--- src/rtl/stopwatch_display.sv ---
// -----------------------------------------------------------------------------
// stopwatch_display
//   Display end of the stopwatch datapath. A free-running double-dabble
//   converter turns binary minutes/seconds into BCD once every 10 cycles. The
//   result drives a 4-digit time-multiplexed 7-segment display as MM.SS. A
//   pause blinker blanks the display periodically while the core is PAUSED.
//
// Parameters
//   SCAN_DIV    clock cycles each digit stays enabled
//   BLINK_DIV   clock cycles per blink half-period while PAUSED
//   ACTIVE_LOW  1: an/seg/dp are active-low, 0: active-high
//
// Ports
//   clk         system clock, all logic on posedge
//   rst_n       synchronous active-low reset
//   minutes     binary minutes from the stopwatch core
//   seconds     binary seconds from the stopwatch core
//   status      00 IDLE, 01 RUNNING, 10 PAUSED, 11 treated as IDLE
//   an          digit enables, an[3]=minute tens ... an[0]=second ones
//   seg         {g,f,e,d,c,b,a} for the enabled digit
//   dp          decimal point, lit only on digit 2 (MM.SS separator)
//   disp_valid  high once the first conversion has committed
// -----------------------------------------------------------------------------
module stopwatch_display #(
  parameter int unsigned SCAN_DIV   = 4,
  parameter int unsigned BLINK_DIV  = 256,
  parameter bit          ACTIVE_LOW = 1'b1
) (
  input  logic       clk,
  input  logic       rst_n,
  input  logic [7:0] minutes,
  input  logic [5:0] seconds,
  input  logic [1:0] status,
  output logic [3:0] an,
  output logic [6:0] seg,
  output logic       dp,
  output logic       disp_valid
);

  localparam int unsigned SCAN_W  = (SCAN_DIV  > 1) ? $clog2(SCAN_DIV)  : 1;
  localparam int unsigned BLINK_W = (BLINK_DIV > 1) ? $clog2(BLINK_DIV) : 1;
  localparam logic [6:0]  SEG_DASH      = 7'h40;
  localparam logic [1:0]  STATUS_PAUSED = 2'b10;

  typedef enum logic [1:0] {
    ST_IDLE,
    ST_SHIFT,
    ST_COMMIT
  } conv_state_e;

  // Converter state. Shift registers hold {bcd, binary}; minutes need a
  // hundreds nibble so that values >= 100 can be detected.
  conv_state_e          state_q, state_d;
  logic [2:0]           bit_cnt_q, bit_cnt_d;
  logic [19:0]          min_sr_q, min_sr_d;
  logic [15:0]          sec_sr_q, sec_sr_d;

  // Committed digits {min tens, min ones, sec tens, sec ones}
  logic [15:0]          dig_q, dig_d;
  logic                 min_dash_q, min_dash_d;
  logic                 valid_q, valid_d;

  // Scan and blink
  logic [SCAN_W-1:0]    scan_cnt_q, scan_cnt_d;
  logic [1:0]           idx_q, idx_d;
  logic [BLINK_W-1:0]   blink_cnt_q, blink_cnt_d;
  logic                 blink_on_q, blink_on_d;

  // Registered pin drivers
  logic [3:0]           an_q, an_d;
  logic [6:0]           seg_q, seg_d;
  logic                 dp_q, dp_d;

  // Combinational helpers
  logic [19:0]          min_adj;
  logic [15:0]          sec_adj;
  logic [3:0]           nib;
  logic                 show;
  logic [3:0]           an_h;
  logic [6:0]           seg_h;
  logic                 dp_h;

  function automatic logic [3:0] dd_adj(input logic [3:0] n);
    return (n >= 4'd5) ? n + 4'd3 : n;
  endfunction

  function automatic logic [6:0] seg_decode(input logic [3:0] n);
    logic [6:0] s;
    case (n)
      4'd0:    s = 7'h3F;
      4'd1:    s = 7'h06;
      4'd2:    s = 7'h5B;
      4'd3:    s = 7'h4F;
      4'd4:    s = 7'h66;
      4'd5:    s = 7'h6D;
      4'd6:    s = 7'h7D;
      4'd7:    s = 7'h07;
      4'd8:    s = 7'h7F;
      4'd9:    s = 7'h6F;
      default: s = 7'h00;
    endcase
    return s;
  endfunction

  always_comb begin
    // NOTE: every signal assigned here gets a default first, so no path can
    // leave one unassigned and infer a latch.
    state_d     = state_q;
    bit_cnt_d   = bit_cnt_q;
    min_sr_d    = min_sr_q;
    sec_sr_d    = sec_sr_q;
    dig_d       = dig_q;
    min_dash_d  = min_dash_q;
    valid_d     = valid_q;
    scan_cnt_d  = scan_cnt_q;
    idx_d       = idx_q;
    blink_cnt_d = blink_cnt_q;
    blink_on_d  = blink_on_q;

    // Double-dabble: add 3 to every BCD nibble >= 5, then shift left once.
    min_adj = {dd_adj(min_sr_q[19:16]), dd_adj(min_sr_q[15:12]),
               dd_adj(min_sr_q[11:8]), min_sr_q[7:0]};
    sec_adj = {dd_adj(sec_sr_q[15:12]), dd_adj(sec_sr_q[11:8]), sec_sr_q[7:0]};

    case (state_q)
      ST_IDLE: begin
        // Snapshot the inputs; later changes cannot tear this conversion.
        min_sr_d  = {12'd0, minutes};
        sec_sr_d  = {10'd0, seconds};
        bit_cnt_d = 3'd0;
        state_d   = ST_SHIFT;
      end
      ST_SHIFT: begin
        min_sr_d  = min_adj << 1;
        sec_sr_d  = sec_adj << 1;
        bit_cnt_d = bit_cnt_q + 3'd1;
        if (bit_cnt_q == 3'd7) state_d = ST_COMMIT;
      end
      ST_COMMIT: begin
        dig_d      = {min_sr_q[15:8], sec_sr_q[15:8]};
        min_dash_d = (min_sr_q[19:16] != 4'd0);
        valid_d    = 1'b1;
        state_d    = ST_IDLE;
      end
      default: state_d = ST_IDLE;
    endcase

    // Digit scan
    if (scan_cnt_q == SCAN_W'(SCAN_DIV - 1)) begin
      scan_cnt_d = '0;
      idx_d      = idx_q + 2'd1;
    end else begin
      scan_cnt_d = scan_cnt_q + 1'b1;
    end

    // Pause blinker; any other status holds the phase ON with a clear counter.
    if (status == STATUS_PAUSED) begin
      if (blink_cnt_q == BLINK_W'(BLINK_DIV - 1)) begin
        blink_cnt_d = '0;
        blink_on_d  = ~blink_on_q;
      end else begin
        blink_cnt_d = blink_cnt_q + 1'b1;
      end
    end else begin
      blink_cnt_d = '0;
      blink_on_d  = 1'b1;
    end

    // Output encode in active-high form, then apply pin polarity.
    case (idx_q)
      2'd0:    nib = dig_q[3:0];
      2'd1:    nib = dig_q[7:4];
      2'd2:    nib = dig_q[11:8];
      default: nib = dig_q[15:12];
    endcase
    show  = valid_q && blink_on_q;
    an_h  = show ? (4'b0001 << idx_q) : 4'b0000;
    seg_h = (idx_q[1] && min_dash_q) ? SEG_DASH : seg_decode(nib);
    if (!show) seg_h = 7'h00;
    dp_h  = show && (idx_q == 2'd2);

    an_d  = an_h  ^ {4{ACTIVE_LOW}};
    seg_d = seg_h ^ {7{ACTIVE_LOW}};
    dp_d  = dp_h  ^ ACTIVE_LOW;
  end

  // NOTE: sequential state uses non-blocking assignments only, so every flop
  // samples the pre-edge value of every other flop.
  always_ff @(posedge clk) begin
    if (!rst_n) begin
      state_q     <= ST_IDLE;
      bit_cnt_q   <= 3'd0;
      min_sr_q    <= 20'd0;
      sec_sr_q    <= 16'd0;
      dig_q       <= 16'd0;
      min_dash_q  <= 1'b0;
      valid_q     <= 1'b0;
      scan_cnt_q  <= '0;
      idx_q       <= 2'd0;
      blink_cnt_q <= '0;
      blink_on_q  <= 1'b1;
      an_q        <= {4{ACTIVE_LOW}};
      seg_q       <= {7{ACTIVE_LOW}};
      dp_q        <= ACTIVE_LOW;
    end else begin
      state_q     <= state_d;
      bit_cnt_q   <= bit_cnt_d;
      min_sr_q    <= min_sr_d;
      sec_sr_q    <= sec_sr_d;
      dig_q       <= dig_d;
      min_dash_q  <= min_dash_d;
      valid_q     <= valid_d;
      scan_cnt_q  <= scan_cnt_d;
      idx_q       <= idx_d;
      blink_cnt_q <= blink_cnt_d;
      blink_on_q  <= blink_on_d;
      an_q        <= an_d;
      seg_q       <= seg_d;
      dp_q        <= dp_d;
    end
  end

  assign an         = an_q;
  assign seg        = seg_q;
  assign dp         = dp_q;
  assign disp_valid = valid_q;

endmodule

--- config.mk ---
export PLATFORM = sky130hd
export DESIGN_NAME = stopwatch_display
export DESIGN_NICKNAME = d
export VERILOG_FILES = /design/src/rtl/stopwatch_display.sv
export SDC_FILE = /design/constraint.sdc
export NUM_CORES = 1
export LEC_CHECK = 0
export CELL_PAD_IN_SITES_DETAIL_PLACEMENT = 1
export CELL_PAD_IN_SITES_GLOBAL_PLACEMENT = 2
export CORE_ASPECT_RATIO = 0.5
export CORE_UTILIZATION = 30
export DETAILED_ROUTE_END_ITERATION = 7
export HOLD_SLACK_MARGIN = 0.15
export PLACE_DENSITY_LB_ADDON = 0.25
export SYNTH_ARGS = -nofsm -noshare
export SYNTH_HDL_FRONTEND = slang
export SYNTH_SLANG_ARGS = --single-unit
--- constraint.sdc ---
create_clock -name clk -period 2.8 [get_ports clk]
set_clock_uncertainty 0.15 [all_clocks]
set_input_delay 0.56 -clock clk [delete_from_list [all_inputs] [get_ports clk]]
set_output_delay 0.56 -clock clk [all_outputs]
set_load 0.01 [all_outputs]
Word-level counts from Yosys, hierarchy flattened
Memories as Yosys holds them, arrays and structs flattened. Cells that the tools add are included.

Register bits after elaboration: 84. Memory bits (read-only): 112. Bits of input ports: 18. Output and inout port bits: 13. Word-level logic and storage cells: 69. Memories kept: 1.

Memory list: (name not given) (words 16, bits a word 7, rd ports 1, clocked after Yosys merged registers in 0, wr ports 0, line 89) `case (n)`.

$add $sub $neg: 9. Magnitude comparators: 5. Equality and inequality tests: 9. Shift-type cells: 1. Mux-type cells: 14. Bitwise gates (word level): 6. Reduce and logical (&&, ||, !) cells: 10.

Operator list (number): case mux 20 bit (2 select lines) (1); case mux 16 bit (2 select lines) (1); greater-or-equal comparator 4 x 3 -> 1 bit (second input constant) (5); 2-to-1 mux 4 bit (4); 2-to-1 mux 7 bit (2); adder 4 x 2 -> 4 bit (second input constant) (3); case mux 4 bit (3 select lines) (1); adder 8 x 1 -> 8 bit (second input constant) (1); == test 2 bit (second input constant) (4); == test 8 bit (second input constant) (1); inverter 7 bit (1); adder 3 x 2 -> 3 bit (second input constant) (2); 2-to-1 mux 3 bit (2); case mux 3 bit (2 select lines) (1); adder 2 x 1 -> 2 bit (second input constant) (2); == test 2 x 1 -> 1 bit (second input constant) (2); zero test 2 bit (2); inverter 1 bit (4); inverter 4 bit (1); case mux 2 bit (2 select lines) (1); nonzero test 4 bit (1); left shift 1 x 2 -> 4 bit (first input constant) (1); adder 3 x 1 -> 3 bit (second input constant) (1); == test 3 bit (second input constant) (1); other kinds (7) (9).

Longest topological paths before layout
An unclocked memory read counts as a cell.

Depth in word-level cells: 6. Depth in mapped cells: 9. Depth with buffers taken out: 9.

Least setup slack after synthesis
No wires, ideal clock.

Path type: flip-flop to flip-flop. From: register idx_q[1]. To: register seg_q[6] (netlist: seg[6]). Setup time: 131 ps. Data arrival time: 1907 ps. Data required time: 2519 ps. Path slack: 612 ps. Stages on the path, launching flop included: 9. Buffers on the path: 0. Clock period less this slack: 2188 ps. Path through: dfxtp_1 inv_1 ha_1 a222oi_1 mux2_2 inv_1 ha_1 o41ai_1 a31oi_1.

Cells in the longest elaborated chain, start to end: 6. Elaborated cells between the ends (all ways): 9. Classes of those cells: eq/ne (2); mux (3); bitwise (1); reduce/logical (2); memory (1).

Ends and longest elaborated chain: from (decl) (line 65) `logic [1:0] idx_q, idx_d;`; from (signal assigned) (line 214) `idx_q <= idx_d;`; == test 2 bit (tied with other cells) (line 170) `case (idx_q)`; case mux 4 bit (3 select lines) (line 170); memory read (16 x 7 bit); 2-to-1 mux 7 bit * (line 178) `seg_h = (idx_q[1] && min_dash_q) ? SEG_DASH : seg_decode(nib);`; 2-to-1 mux 7 bit * (line 179) `if (!show) seg_h = 7'h00;`; inverter 7 bit (no line) *; to (signal assigned) (line 203) `seg_q <= {7{ACTIVE_LOW}};`; to (signal assigned) (line 218) `seg_q <= seg_d;`; to (decl) (line 71) `logic [6:0] seg_q, seg_d;`.

Mark *: on every way between the ends. The rest lies on a longest branch, timed or not. A chain may end at the register's enable or synchronous reset.

Final worst setup path
From: register idx_q[1]. To: register seg_q[3] (netlist: seg[3]).

The elaborated chain is that of the path after synthesis.

==> results.yml <==
run_status:
  status: "finished, final reports clean"
floorplanning:
  row_count: 28
  start_util_pct: 31.4
  ios: 31
  die_w_um: 161
  die_area_um2: 13100
  die_y_um: 81.3
  core-area_um2: 12000
sta:
  slew_viol_final: 0
  setup_tns_ns: 0
  setup_viol: 0
  max_slew_margin_pct: 55.4
  period_share_pct: 89.1
  fmaxAchievable_ghz: 0.401
  worst_pin_slew_ns: 0.669
  layout_setup_ws_ns: 0.305
  rsz0062_at_grt: "no"
  final_hold_viol_count: 0
  finalCriticalPeriod_ns: 2.50
placed_design:
  portBuffers: 30
  gp_congestion: 0.809
  hpwl_mm: 6.42
  pre_cts_ws_ns: 0.310
yosys:
  synthMuxAreaShare_pct: 6.37
  synth_fa_ha_area_share_pct: 8.29
  netlist_area_um2: 3770
  ys_warn_count: 0
  synth_edf_count: 0
  synth-xor-area-share_pct: 3.71
  ys_seq_area_share_pct: 44.0
  synth_ff_type: "dfxtp_1"
  ys_async_sr_fraction_pct: 0
  synth-simple-area-share_pct: 15.4
  synth_top_family_by_area: "compound AO/OA/AOI/OAI gates"
  synth_compound_area_share_pct: 17.1
  synth_seq_cells: 83
  synth.net_count: 446
  synthCells: 403
  synth_cell_types: 49
  synth.avg_cell_area_um2: 9.36
setup_path:
  critPathCaptureType: "flop"
  crit_path_cell_trace: "inv_1, ha_1, a222oi_1, mux2i_2, ha_1, nor4_1, a21oi_1"
  cpPeakStageDelay_ns: 0.46
  worstPathArrival_ns: 2.56
  worstPathMaxFanout: 8
  critPathTopFamily: "adder cells"
  start_kind: "flop"
  worst-endpoint-required_ns: 2.87
  cp_slowest_cell: "dfxtp_1"
  crit_buf_inv: 1
  crit_type: "reg2reg"
  path_common_cell: "ha_1"
detailed_routing:
  vias_per_cell: 4.75
  wl_per_cell_um: 14.6
  vias: 2844
  wl_mm: 8.72
  post-route-drc-count: 0
  ant_nets: 0
  drtIter0Drc: 123
  dr.pass1.iters: 4
clocking:
  cts_setup_buffers: 0
  numCtsBuffers: 9
  cts_sinks: 83
  clk_pin_slew_ns: 0.06
  cts-hold-fix-buffers: 0
  clock_latency_ns: 0.34
  cts-root-buf: "clkbuf_16"
  cts_max_path_buffers: 2
  ctsResizeCount: 0
  cts_tree: "done"
  htree_levels: 3
final_layout:
  multi_input_area_um2: 1920
  diodes: 0
  fin_nets: 472
  post_route_cells_drive_above_1_share_pct: 8.29
  fillers: 1376
  seqCellArea_um2: 1660
  syn_to_final_growth_pct: 20.5
global_route:
  grt_overflow_total: 0
  grt_usage_pct: 14.5
  grt_pass1_vias: 2945
  antenna_found_initial: 0
  grt_pass1_wl_mm: 14.5
  grt_start_max_net_pins: 34
pwr:
  p_leak_nw: 1.69
  peakVddDrop_mv: 0.264
  power_density_nw_per_um2: 574
hold_path:
  hp-class: "reg2reg"
run:
  drv_cap: 0
## through the flow
stage	area, µm²	std cells	hold WS [ns]	utilization (%)	power (W)
final	4540	599	0.273	37.8	0.00261
after floorplan	3770	403	0.253	-	0.00130
after detailed placement	4220	583	0.275	35.1	0.00135
after global routing	4540	599	0.299	37.8	0.00272
after global placement	4220	583	0.261	35.1	0.00134
after CTS	4540	599	0.280	37.8	0.00265
## cell usage in the layout (no fill, tap or decap), types with 6 or more instances in the layout
cell	n
o21ai_0	25
a22o_1	6
nor2_1	10
clkdlybuf4s50_1	30
buf_4	7
clkbuf_16	9
nand2b_1	7
nand2_1	62
a21boi_0	18
mux2i_1	17
and2_1	15
dfxtp_1	83
inv_1	19
xnor2_1	9
xor2_1	7
a21oi_1	14
ha_1	25
## cells in the mapped netlist, types with 3 or more instances
cell type	n	area share, %
a21boi_0	18	3.6
a21oi_1	14	1.9
a222oi_1	3	0.80
a22o_1	6	1.4
a22oi_1	3	0.60
a32o_1	5	1.3
and2_1	15	2.5
buf_2	8	1.1
buf_4	4	0.80
clkbuf_1	8	0.80
dfxtp_1	83	44
ha_1	25	8.3
inv_1	19	1.9
mux2_2	5	1.5
mux2i_1	17	4.5
nand2_1	62	6.2
nand2b_1	7	1.2
nand3_1	4	0.53
nor2_1	10	1.0
nor2b_1	5	0.83
nor3_1	3	0.40
nor4_1	3	0.50
o21ai_0	25	3.3
o22ai_1	5	0.83
o31ai_1	5	1.0
xnor2_1	9	2.1
xor2_1	7	1.6
## worst paths after layout
kind	slack, ns	depth (start not counted)	end	startpoint
worst max register to register	0.30	7	seg[3]	idx_q[1]
worst min register to register	0.27	1	scan_cnt_q[0]	scan_cnt_q[0]
worst max-delay path	0.30	7	seg[3]	idx_q[1]
worst min-delay path	0.27	1	scan_cnt_q[0]	scan_cnt_q[0]
## cells by family after synthesis
group           count (synthesis)
simple gates                  121
compound gates                 93
flops                          83
buf+inv                        42
fa+ha+maj                      25
mux                            23
xor+xnor                       16
## registers in the layout, summed over array words and instances, names as in the netlist
name and flops:
min_dash_q 1, idx_q 2, an 4, blink_cnt_q 8
min_sr_q 20, disp_valid 1, blink_on_q 1, seg 7
scan_cnt_q 2, bit_cnt_q 3, state_q 2, dig_q 16
sec_sr_q 16
## routing by layer
| metal | track usage, % | up-vias | part of all wire, % |
|---|---|---|---|
| li1 | - | 1429 | - |
| met1 | 17.9 | 1362 | 49 |
| met2 | 23.9 | 49 | 46 |
| met3 | 4.80 | 4 | 4.5 |
| met4 | 4.86 | 0 | 0.63 |
| met5 | 0 | - | 0 |
## area by class of cell
| type | instances | area share, % |
|---|---|---|
| inverters | 20 | 1.65 |
| well taps | 165 | 4.54 |
| flip-flops and latches | 83 | 36.6 |
| repair buffers | 37 | 7.76 |
| clock buffers | 11 | 5.56 |
| multi-input cells | 278 | 42.3 |
| clock inverters | 5 | 1.65 |
## where the power goes
part / internal [W] / switching, W / total (W)
clock network: 0.000825 / 0.000466 / 0.00129
registers: 0.00120 / 0.0000124 / 0.00121
logic: 0.0000577 / 0.0000478 / 0.000106
total: 0.00208 / 0.000527 / 0.00261
No activity file was read; power rests on OpenSTA's default activity.
